### src/rtl/module_ctrl_calc.sv
// Sequencing FSM for the keypad-multiplier calculator.
// Builds operand A and operand B from decimal keypad digits, launches the multiplier with a
// one-cycle start pulse, waits for its done signal (with a timeout) and drives the flags that
// steer the 7-segment display between the operand under entry and the product.
//
// Ports:
//   clk        system clock, all state on the rising edge
//   rst        asynchronous, active-high reset
//   key_valid  one-cycle pulse qualifying key_code
//   key_code   0x0-0x9 digit, 0xA enter, 0xB clear, 0xC-0xF ignored
//   mul_done   multiplier result valid, only looked at while waiting
//   num_1      operand A, unsigned binary
//   num_2      operand B, unsigned binary
//   mul_start  one-cycle start pulse to the multiplier
//   listo_1    operand A complete
//   listo_2    operand B complete
//   listo      product valid for display
//   busy       multiplication in flight
//   error      multiplier timeout
module module_ctrl_calc #(
    parameter int unsigned MAX_DIGITS  = 3,
    parameter int unsigned MUL_TIMEOUT = 64
) (
    input  logic       clk,
    input  logic       rst,
    input  logic       key_valid,
    input  logic [3:0] key_code,
    input  logic       mul_done,
    output logic [7:0] num_1,
    output logic [7:0] num_2,
    output logic       mul_start,
    output logic       listo_1,
    output logic       listo_2,
    output logic       listo,
    output logic       busy,
    output logic       error
);

    localparam int unsigned CW = $clog2(MAX_DIGITS + 1);
    localparam int unsigned TW = $clog2(MUL_TIMEOUT) + 1;

    typedef enum logic [2:0] {
        StA,
        StB,
        StStart,
        StWait,
        StRes,
        StErr
    } state_e;

    state_e          state_q, state_d;
    logic [7:0]      num_1_q, num_1_d;
    logic [7:0]      num_2_q, num_2_d;
    logic [CW-1:0]   cnt_a_q, cnt_a_d;
    logic [CW-1:0]   cnt_b_q, cnt_b_d;
    logic [TW-1:0]   tmo_q, tmo_d;
    logic            mul_start_q, listo_1_q, listo_2_q, listo_q, busy_q, error_q;

    logic            is_digit, is_enter, is_clear;
    logic [11:0]     tmp_a, tmp_b;
    logic            ok_a, ok_b;

    assign is_digit = key_valid && (key_code <= 4'd9);
    assign is_enter = key_valid && (key_code == 4'hA);
    assign is_clear = key_valid && (key_code == 4'hB);

    // Candidate accumulator values at 12 bits so overflow past 255 is visible.
    assign tmp_a = 12'(num_1_q) * 12'd10 + 12'(key_code);
    assign tmp_b = 12'(num_2_q) * 12'd10 + 12'(key_code);
    assign ok_a  = (cnt_a_q < CW'(MAX_DIGITS)) && (tmp_a <= 12'd255);
    assign ok_b  = (cnt_b_q < CW'(MAX_DIGITS)) && (tmp_b <= 12'd255);

    always_comb begin
        state_d = state_q;
        num_1_d = num_1_q;
        num_2_d = num_2_q;
        cnt_a_d = cnt_a_q;
        cnt_b_d = cnt_b_q;
        tmo_d   = tmo_q;

        case (state_q)
            StA: begin
                if (is_clear) begin
                    num_1_d = '0;
                    num_2_d = '0;
                    cnt_a_d = '0;
                    cnt_b_d = '0;
                    tmo_d   = '0;
                end else if (is_digit && ok_a) begin
                    num_1_d = tmp_a[7:0];
                    cnt_a_d = cnt_a_q + CW'(1);
                end else if (is_enter && (cnt_a_q != '0)) begin
                    state_d = StB;
                end
            end
            StB: begin
                if (is_clear) begin
                    state_d = StA;
                    num_1_d = '0;
                    num_2_d = '0;
                    cnt_a_d = '0;
                    cnt_b_d = '0;
                    tmo_d   = '0;
                end else if (is_digit && ok_b) begin
                    num_2_d = tmp_b[7:0];
                    cnt_b_d = cnt_b_q + CW'(1);
                end else if (is_enter && (cnt_b_q != '0)) begin
                    state_d = StStart;
                    tmo_d   = '0;
                end
            end
            StStart: begin
                state_d = StWait;
            end
            StWait: begin
                // Abort takes priority; done beats a same-cycle timeout.
                if (is_clear) begin
                    state_d = StA;
                    num_1_d = '0;
                    num_2_d = '0;
                    cnt_a_d = '0;
                    cnt_b_d = '0;
                    tmo_d   = '0;
                end else if (mul_done) begin
                    state_d = StRes;
                end else if (tmo_q == TW'(MUL_TIMEOUT - 1)) begin
                    state_d = StErr;
                end else begin
                    tmo_d = tmo_q + TW'(1);
                end
            end
            StRes: begin
                if (is_clear || is_digit) begin
                    state_d = StA;
                    num_2_d = '0;
                    cnt_b_d = '0;
                    tmo_d   = '0;
                    // A digit starts a new calculation as the first digit of A.
                    num_1_d = is_digit ? {4'b0000, key_code} : 8'd0;
                    cnt_a_d = is_digit ? CW'(1) : '0;
                end
            end
            StErr: begin
                if (is_clear) begin
                    state_d = StA;
                    num_1_d = '0;
                    num_2_d = '0;
                    cnt_a_d = '0;
                    cnt_b_d = '0;
                    tmo_d   = '0;
                end
            end
            default: begin
                state_d = StA;
                num_1_d = '0;
                num_2_d = '0;
                cnt_a_d = '0;
                cnt_b_d = '0;
                tmo_d   = '0;
            end
        endcase
    end

    always_ff @(posedge clk or posedge rst) begin
        if (rst) begin
            state_q     <= StA;
            num_1_q     <= '0;
            num_2_q     <= '0;
            cnt_a_q     <= '0;
            cnt_b_q     <= '0;
            tmo_q       <= '0;
            mul_start_q <= 1'b0;
            listo_1_q   <= 1'b0;
            listo_2_q   <= 1'b0;
            listo_q     <= 1'b0;
            busy_q      <= 1'b0;
            error_q     <= 1'b0;
        end else begin
            state_q     <= state_d;
            num_1_q     <= num_1_d;
            num_2_q     <= num_2_d;
            cnt_a_q     <= cnt_a_d;
            cnt_b_q     <= cnt_b_d;
            tmo_q       <= tmo_d;
            // Flags decoded from the next state so they line up with state_q.
            mul_start_q <= (state_d == StStart);
            listo_1_q   <= (state_d == StB) || (state_d == StStart) ||
                           (state_d == StWait) || (state_d == StRes);
            listo_2_q   <= (state_d == StStart) || (state_d == StWait) || (state_d == StRes);
            listo_q     <= (state_d == StRes);
            busy_q      <= (state_d == StStart) || (state_d == StWait);
            error_q     <= (state_d == StErr);
        end
    end

    assign num_1     = num_1_q;
    assign num_2     = num_2_q;
    assign mul_start = mul_start_q;
    assign listo_1   = listo_1_q;
    assign listo_2   = listo_2_q;
    assign listo     = listo_q;
    assign busy      = busy_q;
    assign error     = error_q;

endmodule

### config.mk
export PLATFORM = sky130hd
export DESIGN_NAME = module_ctrl_calc
export DESIGN_NICKNAME = d
export VERILOG_FILES = /design/src/rtl/module_ctrl_calc.sv
export SDC_FILE = /design/constraint.sdc
export NUM_CORES = 1
export LEC_CHECK = 0
export ABC_AREA = 1
export BUFFER_PORTS_ARGS = -buffer_cell sky130_fd_sc_hd__buf_4
export CAP_MARGIN = 10
export CORE_UTILIZATION = 60
export DETAILED_ROUTE_END_ITERATION = 6
export PLACE_DENSITY = 0.89
export SLEW_MARGIN = 20
export SYNTH_ARGS = -nofsm -noshare
export SYNTH_HDL_FRONTEND = slang
export SYNTH_SLANG_ARGS = --single-unit
### constraint.sdc
create_clock -name clk -period 3.4 [get_ports clk]
set_input_delay 0.34 -clock clk [delete_from_list [all_inputs] [get_ports clk]]
set_output_delay 0.34 -clock clk [all_outputs]
set_load 0.02 [all_outputs]
==> qor.csv, run 1 <==
stage;metric;value;unit
status;status;finished, final reports clean;
global_route;grt_pass1_wl;11400;um
power;swShare;0.511;
clock_tree;path_clk_slew;0.08;ns
power;p_int;1520;uW
yosys;ys_ff_latch;36;
yosys;synth_top_family_by_area;simple AND/OR/NAND/NOR gates;
finish;areaGrowthSynthToFinish;13.5;%
power;netSwitchingPower;1590;uW
floorplan;die_w;72.7;um
power;power.leakage;0.00193;uW
routing;routedWlPerCell;13.0;um
yosys;synth_cell_types;37;
worst_setup_path;critical-path-slowest-cell;dfrtp_1;
routing;routed_wl;6560;um
finish;final_area;0.00340;sq mm
place;placed_cells;496;
yosys;yosys.area_share.adder;0.173;
global_route;grt_max_degree;37;
worst_setup_path;slowest_delay;0.48;ns
routing;drtIter0Drc;182;
finish;num-nets-final;483;
sta;period_share;0.836;
place;postPlaceCellArea;0.00329;sq mm
place;post-dp-hpwl;4990;um
power;p_per_area;913;mW/mm^2
global_route;grt_pass1_vias;2635;
finish;drive_gt1_frac;0.176;
worst_setup_path;worstPathRequired;3.63;ns
sta;setup_viol;0;
clock_tree;cts.htree.levels;2;
yosys;yosys.area.top_type_share;0.301;
floorplan;core_area;0.00475;sq mm
power;pwr-share-comb;0.640;
floorplan;ios;30;
yosys;yosysTopAreaCell;dfrtp_1;
global_route;track_usage;0.277;
sta;hold_violations;0;
sta;timing.fmax;0.352;GHz
worst_setup_path;crit_chain;ha_1 -> ha_1 -> inv_1 -> fa_1 -> nor2_1 -> nand3_1 -> nand2_1 -> nand2_1 -> nor2_1 -> nand2_1 -> nand2_1 -> nand2_1 -> nor2_2 -> nand2_1 -> nand2_1;
power;seq_power_share;0.238;
power;ir_drop;630;uV
finish;layoutNonFillerInstCount;504;
yosys;synth_area_leaders;dfrtp_1 30%, nand2_1 15%, ha_1 15%;
floorplan;start_util;0.631;
worst_setup_path;r2r_slack;0.56;ns
yosys;ys.flop_type;dfrtp_1;
worst_setup_path;cpMostUsedCell;nand2_1;
min_path;min_path_type;in2async;
clock_tree;cts_resized;0;
sta;slew_headroom;0.663;
finish;antenna_cells;0;
clock_tree;ctsHoldBuffers;0;
routing;antenna_left;0;
routing;avgViaCountPerCell;5.40;
clock_tree;post_cts.repair.setup_buffers;0;
yosys;syn_area;0.00300;sq mm
routing;drtPass1Iterations;4;
clock_tree;cts_tree;built;
place;finalWeightedCongestion;0.861;
place;io_buffers;29;
yosys;synth-compound-area-share;0.0747;
power;clock_power_share;0.121;
yosys;syn_area_per_cell;7.48;sq um
yosys;synthCells;401;
routing;vias;2721;
yosys;synth-edff-count;0;
worst_setup_path;cp-start-kind;register;
yosys;synth_xor_area_frac;0.0175;
yosys;ys_seq_area_frac;0.301;
worst_setup_path;cp.arrival;3.07;ns
clock_tree;cts_buffer_depth;2;
clock_tree;clkLatencyLatePin;0.29;ns
clock_tree;cts_root_buffer;clkbuf_8;
worst_setup_path;critPathMaxFanout;8;
sta;finalClockSkew;0.00484;ns
yosys;synth_nets;448;
yosys;synth_mux_area_frac;0;
yosys;yosys.area_share.simple;0.358;
yosys;synth_common_cells;123 x nand2_1, 47 x inv_1, 36 x dfrtp_1, 36 x nand3_1, 35 x ha_1;
global_route;overflow;0;
floorplan;placementRows;25;
yosys;synth_warnings;0;
sta;min_period;2.84;ns
job;cap_viol_max_count;0;
clock_tree;numCtsBuffers;5;
worst_setup_path;path_class;reg2reg;
sta;fin_tns_setup;0;ns
floorplan;die_h;72.7;um
sta;worst_pin_slew;0.506;ns
clock_tree;clock_sinks;36;
yosys;yosysMostFrequentCell;nand2_1;
sta;drv_slew;0;
worst_setup_path;endpoint_kind;register;
sta;rsz0062_at_grt;no;
floorplan;die-area;0.00528;sq mm
routing;post-route-drc-count;0;
global_route;antenna_found_initial;0;
yosys;synthArstFlopShare;1.00;
==> power groups by stage <==
stage	sequential, uW	clock (uW)	combinational, uW
5_1_grt	758	399	2220
2_1_floorplan	832	0	1360
3_5_place_dp	742	0	1940
3_3_place_gp	738	0	1880
4_1_cts	737	381	1990
6_report	740	378	1990
==> final cells by class <==
| class | instances | area (sq um) |
|---|---|---|
| timing repair buffer | 30 | 225 |
| clock inverter | 3 | 42.5 |
| fill | 388 | 1350 |
| tap | 67 | 83.8 |
| multi-input combinational | 306 | 1870 |
| sequential | 36 | 901 |
| clock buffer | 5 | 68.8 |
| inverter | 57 | 214 |
==> registers in the layout, indices dropped and copies added (netlist names), 2 cells and up <==
name / flops
num_2: 8
cnt_b_q: 2
state_q: 3
tmo_q: 7
num_1: 8
cnt_a_q: 2
==> cell families (layout without fill, tap and decap cells) <==
family,after synthesis,in the layout
AND/OR/NAND/NOR,227,227
AO/OA/AOI/OAI,34,34
adder cells (fa/ha/maj),39,39
flip-flops,36,36
XOR/XNOR,6,6
buffers and inverters,59,95
==> worst paths after layout <==
check,endpoint,cells after the start,startpoint
setup / recovery,num_2[4],15,num_2[1]
hold / removal,busy,3,rst
setup reg to reg,num_2[4],15,num_2[1]
hold reg to reg,tmo_q[4],2,tmo_q[4]
max in group asynchronous,num_2[1],3,rst
min in group clk,num_2[0],3,key_code[0]
==> cell usage in the layout, fill, tap and decap left out, types with 2 or more instances in the layout <==
master	netlist	layout
xor2_1	2	2
a21oi_1	14	14
nand3_1	36	36
or2_2	4	4
inv_2	9	9
buf_4	0	30
dfrtp_1	36	36
nand2_4	2	2
fa_1	4	4
o21ai_2	7	7
nand4_1	5	5
or2_1	2	2
inv_1	47	47
nand3b_1	6	6
xnor2_1	4	4
nor3_2	2	2
nor2_2	3	3
a32o_1	2	2
nand2_2	5	5
nand2_1	123	123
nor3_1	4	4
clkbuf_8	0	5
ha_1	35	35
o21ai_1	4	4
nor2_4	2	2
nor2_1	27	27
o21ai_0	4	4
==> routing by layer <==
layer | vias up | global-route usage | part of all wire
li1 | 1364 | - | -
met1 | 1286 | 0.364 | 0.46
met2 | 59 | 0.472 | 0.48
met3 | 12 | 0.0373 | 0.040
met4 | 0 | 0.0937 | 0.018
met5 | - | 0 | 0
==> stage by stage <==
step | utilization | hold WS (ns) | worst slack [ns] | power (uW)
CTS | 0.716 | 0.159 | 0.582 | 3100
global route | 0.716 | 0.202 | 0.297 | 3380
global placement | 0.692 | 0.469 | 0.714 | 2620
detailed placement | 0.692 | 0.469 | 0.631 | 2680
finish | 0.716 | 0.144 | 0.558 | 3110
floorplan | - | 0.455 | 0.835 | 2190
==> worst max-delay path: cells and delay by family (launching register included) <==
| kind | cells | cell delay, ns |
|---|---|---|
| DFF | 1 | 0.48 |
| and+or+nand+nor | 11 | 1.22 |
| adders and majority gates | 3 | 1.01 |
| buffers and inverters | 1 | 0.07 |
Note: power is estimated with default switching activity, not from simulation.
==> run 2: changes to the inputs <==
--- a/config.mk
+++ b/config.mk
@@ -5,12 +5,12 @@
 export SDC_FILE = /design/constraint.sdc
 export NUM_CORES = 1
 export LEC_CHECK = 0
-export ABC_AREA = 1
+export ABC_AREA = 0
 export BUFFER_PORTS_ARGS = -buffer_cell sky130_fd_sc_hd__buf_4
 export CAP_MARGIN = 10
-export CORE_UTILIZATION = 60
+export CORE_UTILIZATION = 53
 export DETAILED_ROUTE_END_ITERATION = 6
-export PLACE_DENSITY = 0.89
+export PLACE_DENSITY = 0.84
 export SLEW_MARGIN = 20
 export SYNTH_ARGS = -nofsm -noshare
 export SYNTH_HDL_FRONTEND = slang
==> constraint.sdc (replaced) <==
create_clock -name clk -period 2.6 [get_ports clk]
set_input_delay 0.26 -clock clk [delete_from_list [all_inputs] [get_ports clk]]
set_output_delay 0.26 -clock clk [all_outputs]
set_load 0.02 [all_outputs]
==> qor.csv, run 2 <==
stage;metric;value;unit;change
status;status;complete, but fails checks;;was finished, final reports clean
status;violations;design-rule violations, negative setup slack;;
place;placed_cells;409;;was 496
finish;layout_common_cells;79 x buf_4, 30 x dfrtp_1, 26 x nor2_1, 25 x ha_1, 15 x o21ai_0;;was 123 x nand2_1, 47 x inv_1, 36 x nand3_1, 36 x dfrtp_1, 35 x ha_1
worst_setup_path;r2r_slack;-0.20;ns;was 0.56 ns
yosys;synth-edff-count;0;;unchanged
global_route;antenna_found_initial;0;;unchanged
clock_tree;clock_sinks;36;;unchanged
yosys;synth_warnings;0;;unchanged
finish;drive_gt1_frac;0.384;;was 0.176
routing;drtPass1Iterations;7;;was 4
global_route;grt_pass1_wl;11700;um;was 11400 um
clock_tree;cts_root_buffer;clkbuf_8;;unchanged
yosys;ys_seq_area_frac;0.334;;was 0.301
yosys;ys_ff_latch;36;;unchanged
clock_tree;path_clk_slew;0.08;ns;about the same
finish;antenna_cells;0;;unchanged
yosys;ys.flop_type;dfrtp_1;;unchanged
sta;drv_slew;0;;unchanged
sta;finalWorstSetupSlack;-0.202;ns;was 0.558 ns
clock_tree;cts_tree;built;;unchanged
floorplan;die_w;73.4;um;was 72.7 um
yosys;yosys.area.top_type_share;0.334;;was 0.301
finish;fill_cells;335;;was 388
power;ir_drop;747;uV;was 630 uV
routing;post-route-drc-count;1;;was 0
routing;antenna_left;0;;unchanged
sta;slew_headroom;0.494;;was 0.663
floorplan;placementRows;25;;unchanged
finish;num-nets-final;413;;was 483
worst_setup_path;reg2reg_to;num_1[2];;was num_2[4]
finish;layoutNonFillerInstCount;434;;was 504
min_path;min_path_type;in2async;;unchanged
worst_setup_path;reg2reg_from;num_1[3];;was num_2[1]
clock_tree;clkLatencyLatePin;0.29;ns;about the same
sta;period_share;1.08;;was 0.836
place;finalWeightedCongestion;0.804;;was 0.861
routing;routed_wl;7040;um;was 6560 um
yosys;synthArstFlopShare;1.00;;unchanged
global_route;grt_max_degree;22;;was 37
clock_tree;cts.htree.levels;2;;unchanged
yosys;synth_common_cells;36 x dfrtp_1, 35 x ha_1, 29 x nor2_1, 16 x inv_1, 16 x o21ai_0;;was 123 x nand2_1, 47 x inv_1, 36 x dfrtp_1, 36 x nand3_1, 35 x ha_1
worst_setup_path;cpMostUsedCell;ha_4;;was nand2_1
yosys;synth_nets;330;;was 448
floorplan;die-area;0.00538;sq mm;was 0.00528 sq mm
worst_setup_path;critPathMaxFanout;5;;was 8
yosys;synth_area_leaders;dfrtp_1 33%, ha_1 16%, a22o_1 4.2%;;was dfrtp_1 30%, nand2_1 15%, ha_1 15%
finish;finish.utilization;0.776;;was 0.716
worst_setup_path;reg2regPathDepth;11;;was 15
worst_setup_path;cp-start-kind;register;;unchanged
worst_setup_path;slowest_delay;0.44;ns;was 0.48 ns
worst_setup_path;crit_chain;ha_4 -> ha_4 -> inv_2 -> fa_2 -> xnor2_2 -> nand3b_1 -> nor4_2 -> and3_1 -> o211ai_2 -> a21o_4 -> mux2_4;;was ha_1 -> ha_1 -> inv_1 -> fa_1 -> nor2_1 -> nand3_1 -> nand2_1 -> nand2_1 -> nor2_1 -> nand2_1 -> nand2_1 -> nand2_1 -> nor2_2 -> nand2_1 -> nand2_1
routing;avgViaCountPerCell;5.74;;was 5.40
yosys;syn_area_per_cell;9.54;sq um;was 7.48 sq um
finish;areaGrowthSynthToFinish;38.5;%;was 13.5%
power;total_power;4630;uW;was 3110 uW
yosys;syn_area;0.00270;sq mm;was 0.00300 sq mm
power;power.leakage;0.00183;uW;was 0.00193 uW
global_route;track_usage;0.285;;was 0.277
sta;hold_violations;0;;unchanged
worst_setup_path;cp.arrival;2.98;ns;was 3.07 ns
place;post-dp-hpwl;5000;um;was 4990 um
sta;worst_pin_slew;0.753;ns;was 0.506 ns
worst_setup_path;cp.depth;11;;was 15
worst_setup_path;path_delay_family;adder cells;;was simple AND/OR/NAND/NOR gates
sta;setup_viol;20;;was 0
yosys;yosysMostFrequentCell;dfrtp_1;;was nand2_1
worst_setup_path;path_class;reg2reg;;unchanged
floorplan;die_h;73.4;um;was 72.7 um
routing;vias;2493;;was 2721
yosys;yosysTopAreaCell;dfrtp_1;;unchanged
clock_tree;ctsHoldBuffers;0;;unchanged
sta;rsz0062_at_grt;yes;;was no
yosys;synthCells;283;;was 401
job;cap_viol_max_count;0;;unchanged
floorplan;core_area;0.00482;sq mm;was 0.00475 sq mm
sta;finalClockSkew;0.00610;ns;was 0.00484 ns
worst_setup_path;path_buf_inv;1;;unchanged
worst_setup_path;critical-path-slowest-cell;dfrtp_2;;was dfrtp_1
power;p_per_area;1240;mW/mm^2;was 913 mW/mm^2
floorplan;start_util;0.560;;was 0.631
place;io_buffers;29;;unchanged
finish;final_common_cell;buf_4;;was nand2_1
worst_setup_path;endpoint_kind;register;;unchanged
routing;routedWlPerCell;16.2;um;was 13.0 um
floorplan;ios;30;;unchanged
clock_tree;numCtsBuffers;5;;unchanged
sta;timing.fmax;0.357;GHz;was 0.352 GHz
yosys;synth_cell_types;51;;was 37
clock_tree;cts_buffer_depth;2;;unchanged
worst_setup_path;worstPathRequired;2.78;ns;was 3.63 ns
sta;min_period;2.80;ns;was 2.84 ns
global_route;grt_pass1_vias;2576;;was 2635
global_route;overflow;0;;unchanged
routing;drtIter0Drc;166;;was 182
-- run 2: changes by cell type after synthesis, moves of 6 or more --
cell	change
nand2_1	-109
nand3_1	-34
inv_1	-31
a22o_1	+13
o21ai_0	+12
inv_2	-9
nor2b_1	+8
xnor2_1	+7
a21o_1	+6
clkbuf_1	+6
-- run 2: repair_timing --
action                                  CTS  global route
buffers inserted                         13             3
gates cloned                              1             0
resized for setup                        23             6
endpoints found under the setup margin   20            20
pin swaps                                26             8
-- run 2: cell type report --
cell class,instances,area (sq um),share of cell area
multi-input cells,224,1940,0.518
clock buffers,5,68.8,0.0184
repair buffers,83,638,0.171
flip-flops and latches,36,908,0.243
clock inverters,3,42.5,0.0114
inverters,16,60.1,0.0161
well taps,67,83.8,0.0224
-- run 2: routing by layer --
layer | vias to the layer above | GRT usage | part of all wire
met4 | 0 | 0.0940 | 0.027
li1 | 1193 | - | -
met3 | 19 | 0.0535 | 0.039
met5 | - | 0 | 0
met2 | 77 | 0.516 | 0.53
met1 | 1204 | 0.338 | 0.41
-- run 2: power by group --
group	leakage [uW]	internal (uW)	switching [uW]
clock	0.0000541	284	201
combinational	0.00130	1700	1530
sequential	0.000476	730	187
total	0.00183	2710	1920
-- run 2: metrics by stage --
stage	cell area (sq um)	TNS (ns)	hold WS, ns	worst slack [ns]
floorplan	2820	-1.97	0.400	-0.287
CTS	3690	-1.68	0.0603	-0.135
detailed placement	3370	-4.67	0.363	-0.404
global route	3740	-4.51	0.0866	-0.284
finish	3740	-2.28	0.0374	-0.202
global placement	3370	-3.32	0.357	-0.274
-- run 2: cell families (layout without fill, tap and decap cells) --
logic type      Yosys count  count (layout)  share of synthesized area
simple gates             86              86                      0.162
compound gates           77              78                      0.197
fa+ha+maj                39              39                      0.192
flops                    36              36                      0.334
buf+inv                  24             107                     0.0376
xor+xnor                 16              16                     0.0519
mux                       5               5                     0.0250
-- run 2: how the worst max path moves through the flow --
| stage | from | to | slack (ns) |
|---|---|---|---|
| global route | num_1[3] | num_1[3] | -0.28 |
| global placement | num_1[3] | num_1[1] | -0.27 |
| detailed placement | num_1[3] | num_1[3] | -0.40 |
| CTS | num_1[3] | num_1[3] | -0.13 |
| finish | num_1[3] | num_1[2] | -0.20 |
| floorplan | num_1[1] | num_1[1] | -0.29 |
==> run 3: changes to the inputs <==
--- a/config.mk
+++ b/config.mk
@@ -10,6 +10,7 @@
 export CAP_MARGIN = 10
 export CORE_UTILIZATION = 53
 export DETAILED_ROUTE_END_ITERATION = 6
+export MAX_ROUTING_LAYER = met4
 export PLACE_DENSITY = 0.84
 export SLEW_MARGIN = 20
 export SYNTH_ARGS = -nofsm -noshare
==> qor.csv, run 3 (synthesis gave the netlist of run 2 again) <==
stage;metric;value;unit;change
status;status;complete, but fails checks;;unchanged
status;violations;negative setup slack;;was design-rule violations, negative setup slack
worst_setup_path;critical-path-slowest-cell;dfrtp_2;;unchanged
power;p_per_area;1240;mW/mm^2;about the same
worst_setup_path;cp-start-kind;register;;unchanged
clock_tree;ctsHoldBuffers;0;;unchanged
global_route;grt_pass1_wl;11700;um;unchanged
floorplan;core_area;0.00482;sq mm;unchanged
worst_setup_path;endpoint_kind;register;;unchanged
worst_setup_path;path_class;reg2reg;;unchanged
sta;min_period;2.80;ns;about the same
place;io_buffers;29;;unchanged
worst_setup_path;reg2regPathDepth;11;;unchanged
worst_setup_path;slowest_delay;0.44;ns;about the same
routing;avgViaCountPerCell;5.69;;was 5.74
floorplan;die_h;73.4;um;unchanged
floorplan;die_w;73.4;um;unchanged
worst_setup_path;worstPathRequired;2.77;ns;was 2.78 ns
finish;num-nets-final;413;;unchanged
finish;fill_cells;335;;unchanged
sta;slew_headroom;0.494;;about the same
global_route;antenna_found_initial;0;;unchanged
global_route;overflow;0;;unchanged
power;pwr-share-comb;0.698;;was 0.697
power;p_int;2710;uW;about the same
min_path;min_path_type;in2async;;unchanged
power;netSwitchingPower;1920;uW;about the same
power;seq_power_share;0.198;;about the same
floorplan;placementRows;25;;unchanged
sta;drv_slew;0;;unchanged
sta;finalWorstSetupSlack;-0.203;ns;was -0.202 ns
worst_setup_path;critPathMaxFanout;5;;unchanged
finish;final_common_cell;buf_4;;unchanged
sta;worst_pin_slew;0.752;ns;was 0.753 ns
worst_setup_path;reg2reg_from;num_1[3];;unchanged
global_route;track_usage;0.293;;was 0.285
routing;post-route-drc-count;0;;was 1
sta;hold_violations;0;;unchanged
finish;antenna_cells;0;;unchanged
sta;period_share;1.08;;about the same
routing;vias;2471;;was 2493
sta;rsz0062_at_grt;yes;;unchanged
clock_tree;cts.htree.levels;2;;unchanged
global_route;grt_max_degree;22;;unchanged
floorplan;die-area;0.00538;sq mm;unchanged
sta;finalClockSkew;0.00649;ns;was 0.00610 ns
worst_setup_path;path_delay_family;adder cells;;unchanged
global_route;grt_pass1_vias;2574;;was 2576
worst_setup_path;reg2reg_to;num_1[2];;unchanged
finish;layout_common_cells;79 x buf_4, 30 x dfrtp_1, 26 x nor2_1, 25 x ha_1, 15 x o21ai_0;;unchanged
place;pre_cts_ws;-0.404;ns;unchanged
floorplan;start_util;0.560;;unchanged
floorplan;ios;30;;unchanged
clock_tree;cts_root_buffer;clkbuf_8;;unchanged
worst_setup_path;crit_chain;ha_4 -> ha_4 -> inv_2 -> fa_2 -> xnor2_2 -> nand3b_1 -> nor4_2 -> and3_1 -> o211ai_2 -> a21o_4 -> mux2_4;;unchanged
worst_setup_path;path_buf_inv;1;;unchanged
routing;antenna_left;0;;unchanged
worst_setup_path;cpMostUsedCell;ha_4;;unchanged
power;total_power;4630;uW;about the same
job;cap_viol_max_count;0;;unchanged
power;clock_power_share;0.104;;was 0.105
routing;routed_wl;7050;um;was 7040 um
routing;drtPass1Iterations;6;;was 7
clock_tree;cts_tree;built;;unchanged
place;finalWeightedCongestion;0.816;;was 0.804
place;post-dp-hpwl;5000;um;unchanged
finish;areaGrowthSynthToFinish;38.5;%;unchanged
finish;drive_gt1_frac;0.384;;unchanged
worst_setup_path;cp.arrival;2.98;ns;about the same
clock_tree;clock_sinks;36;;unchanged
routing;routedWlPerCell;16.2;um;about the same
clock_tree;numCtsBuffers;5;;unchanged
power;swShare;0.414;;about the same
sta;setup_viol;20;;unchanged
sta;timing.fmax;0.357;GHz;about the same
power;power.leakage;0.00183;uW;unchanged
power;ir_drop;745;uV;was 747 uV
routing;drtIter0Drc;172;;was 166
clock_tree;cts_buffer_depth;2;;unchanged
clock_tree;clkLatencyLatePin;0.28;ns;was 0.29 ns
clock_tree;path_clk_slew;0.08;ns;about the same
worst_setup_path;r2r_slack;-0.20;ns;about the same
==> run 3: cell type report <==
| class | instances | area (sq um) | share of cell area |
|---|---|---|---|
| Clock buffer | 5 | 68.8 | 0.0184 |
| Clock inverter | 3 | 42.5 | 0.0114 |
| Inverter | 16 | 60.1 | 0.0161 |
| Multi-Input combinational cell | 224 | 1940 | 0.518 |
| Sequential cell | 36 | 908 | 0.243 |
| Tap cell | 67 | 83.8 | 0.0224 |
| Timing Repair Buffer | 83 | 638 | 0.171 |
==> run 3: what timing repair did <==
item	in CTS	in global routing
resized for setup	23	6
endpoints found under the setup margin	20	20
gates cloned	1	0
buffers inserted	13	3
pin swaps	26	8
==> run 3: metal layers <==
| layer | part of all wire | global-route usage |
|---|---|---|
| met2 | 0.53 | 0.516 |
| met3 | 0.030 | 0.0535 |
| met1 | 0.41 | 0.338 |
| met5 | 0 | - |
| met4 | 0.025 | 0.0940 |
==> run 3: how the worst max path moves through the flow <==
stage / from / cells after the start / endpoint
floorplan: num_1[1] / 12 / num_1[1]
global placement: num_1[3] / 11 / num_1[1]
detailed placement: num_1[3] / 11 / num_1[3]
CTS: num_1[3] / 11 / num_1[3]
global route: num_1[3] / 11 / num_1[3]
finish: num_1[3] / 11 / num_1[2]
==> run 3: power by group through the flow <==
stage	logic, uW	clock network, uW	registers, uW
floorplan	1660	0	1040
global placement	2650	0	914
detailed placement	2750	0	925
CTS	3070	488	913
global route	3490	517	938
finish	3230	482	917
==> run 3: stage by stage <==
| step | TNS [ns] | hold WS [ns] | utilization | instance area, sq um | instances |
|---|---|---|---|---|---|
| 2_1_floorplan | -1.97 | 0.400 | - | 2820 | 283 |
| 3_3_place_gp | -3.32 | 0.357 | 0.699 | 3370 | 409 |
| 3_5_place_dp | -4.67 | 0.363 | 0.699 | 3370 | 409 |
| 4_1_cts | -1.68 | 0.0603 | 0.765 | 3690 | 431 |
| 5_1_grt | -4.51 | 0.0866 | 0.776 | 3740 | 434 |
| 6_report | -2.26 | 0.0472 | 0.776 | 3740 | 434 |
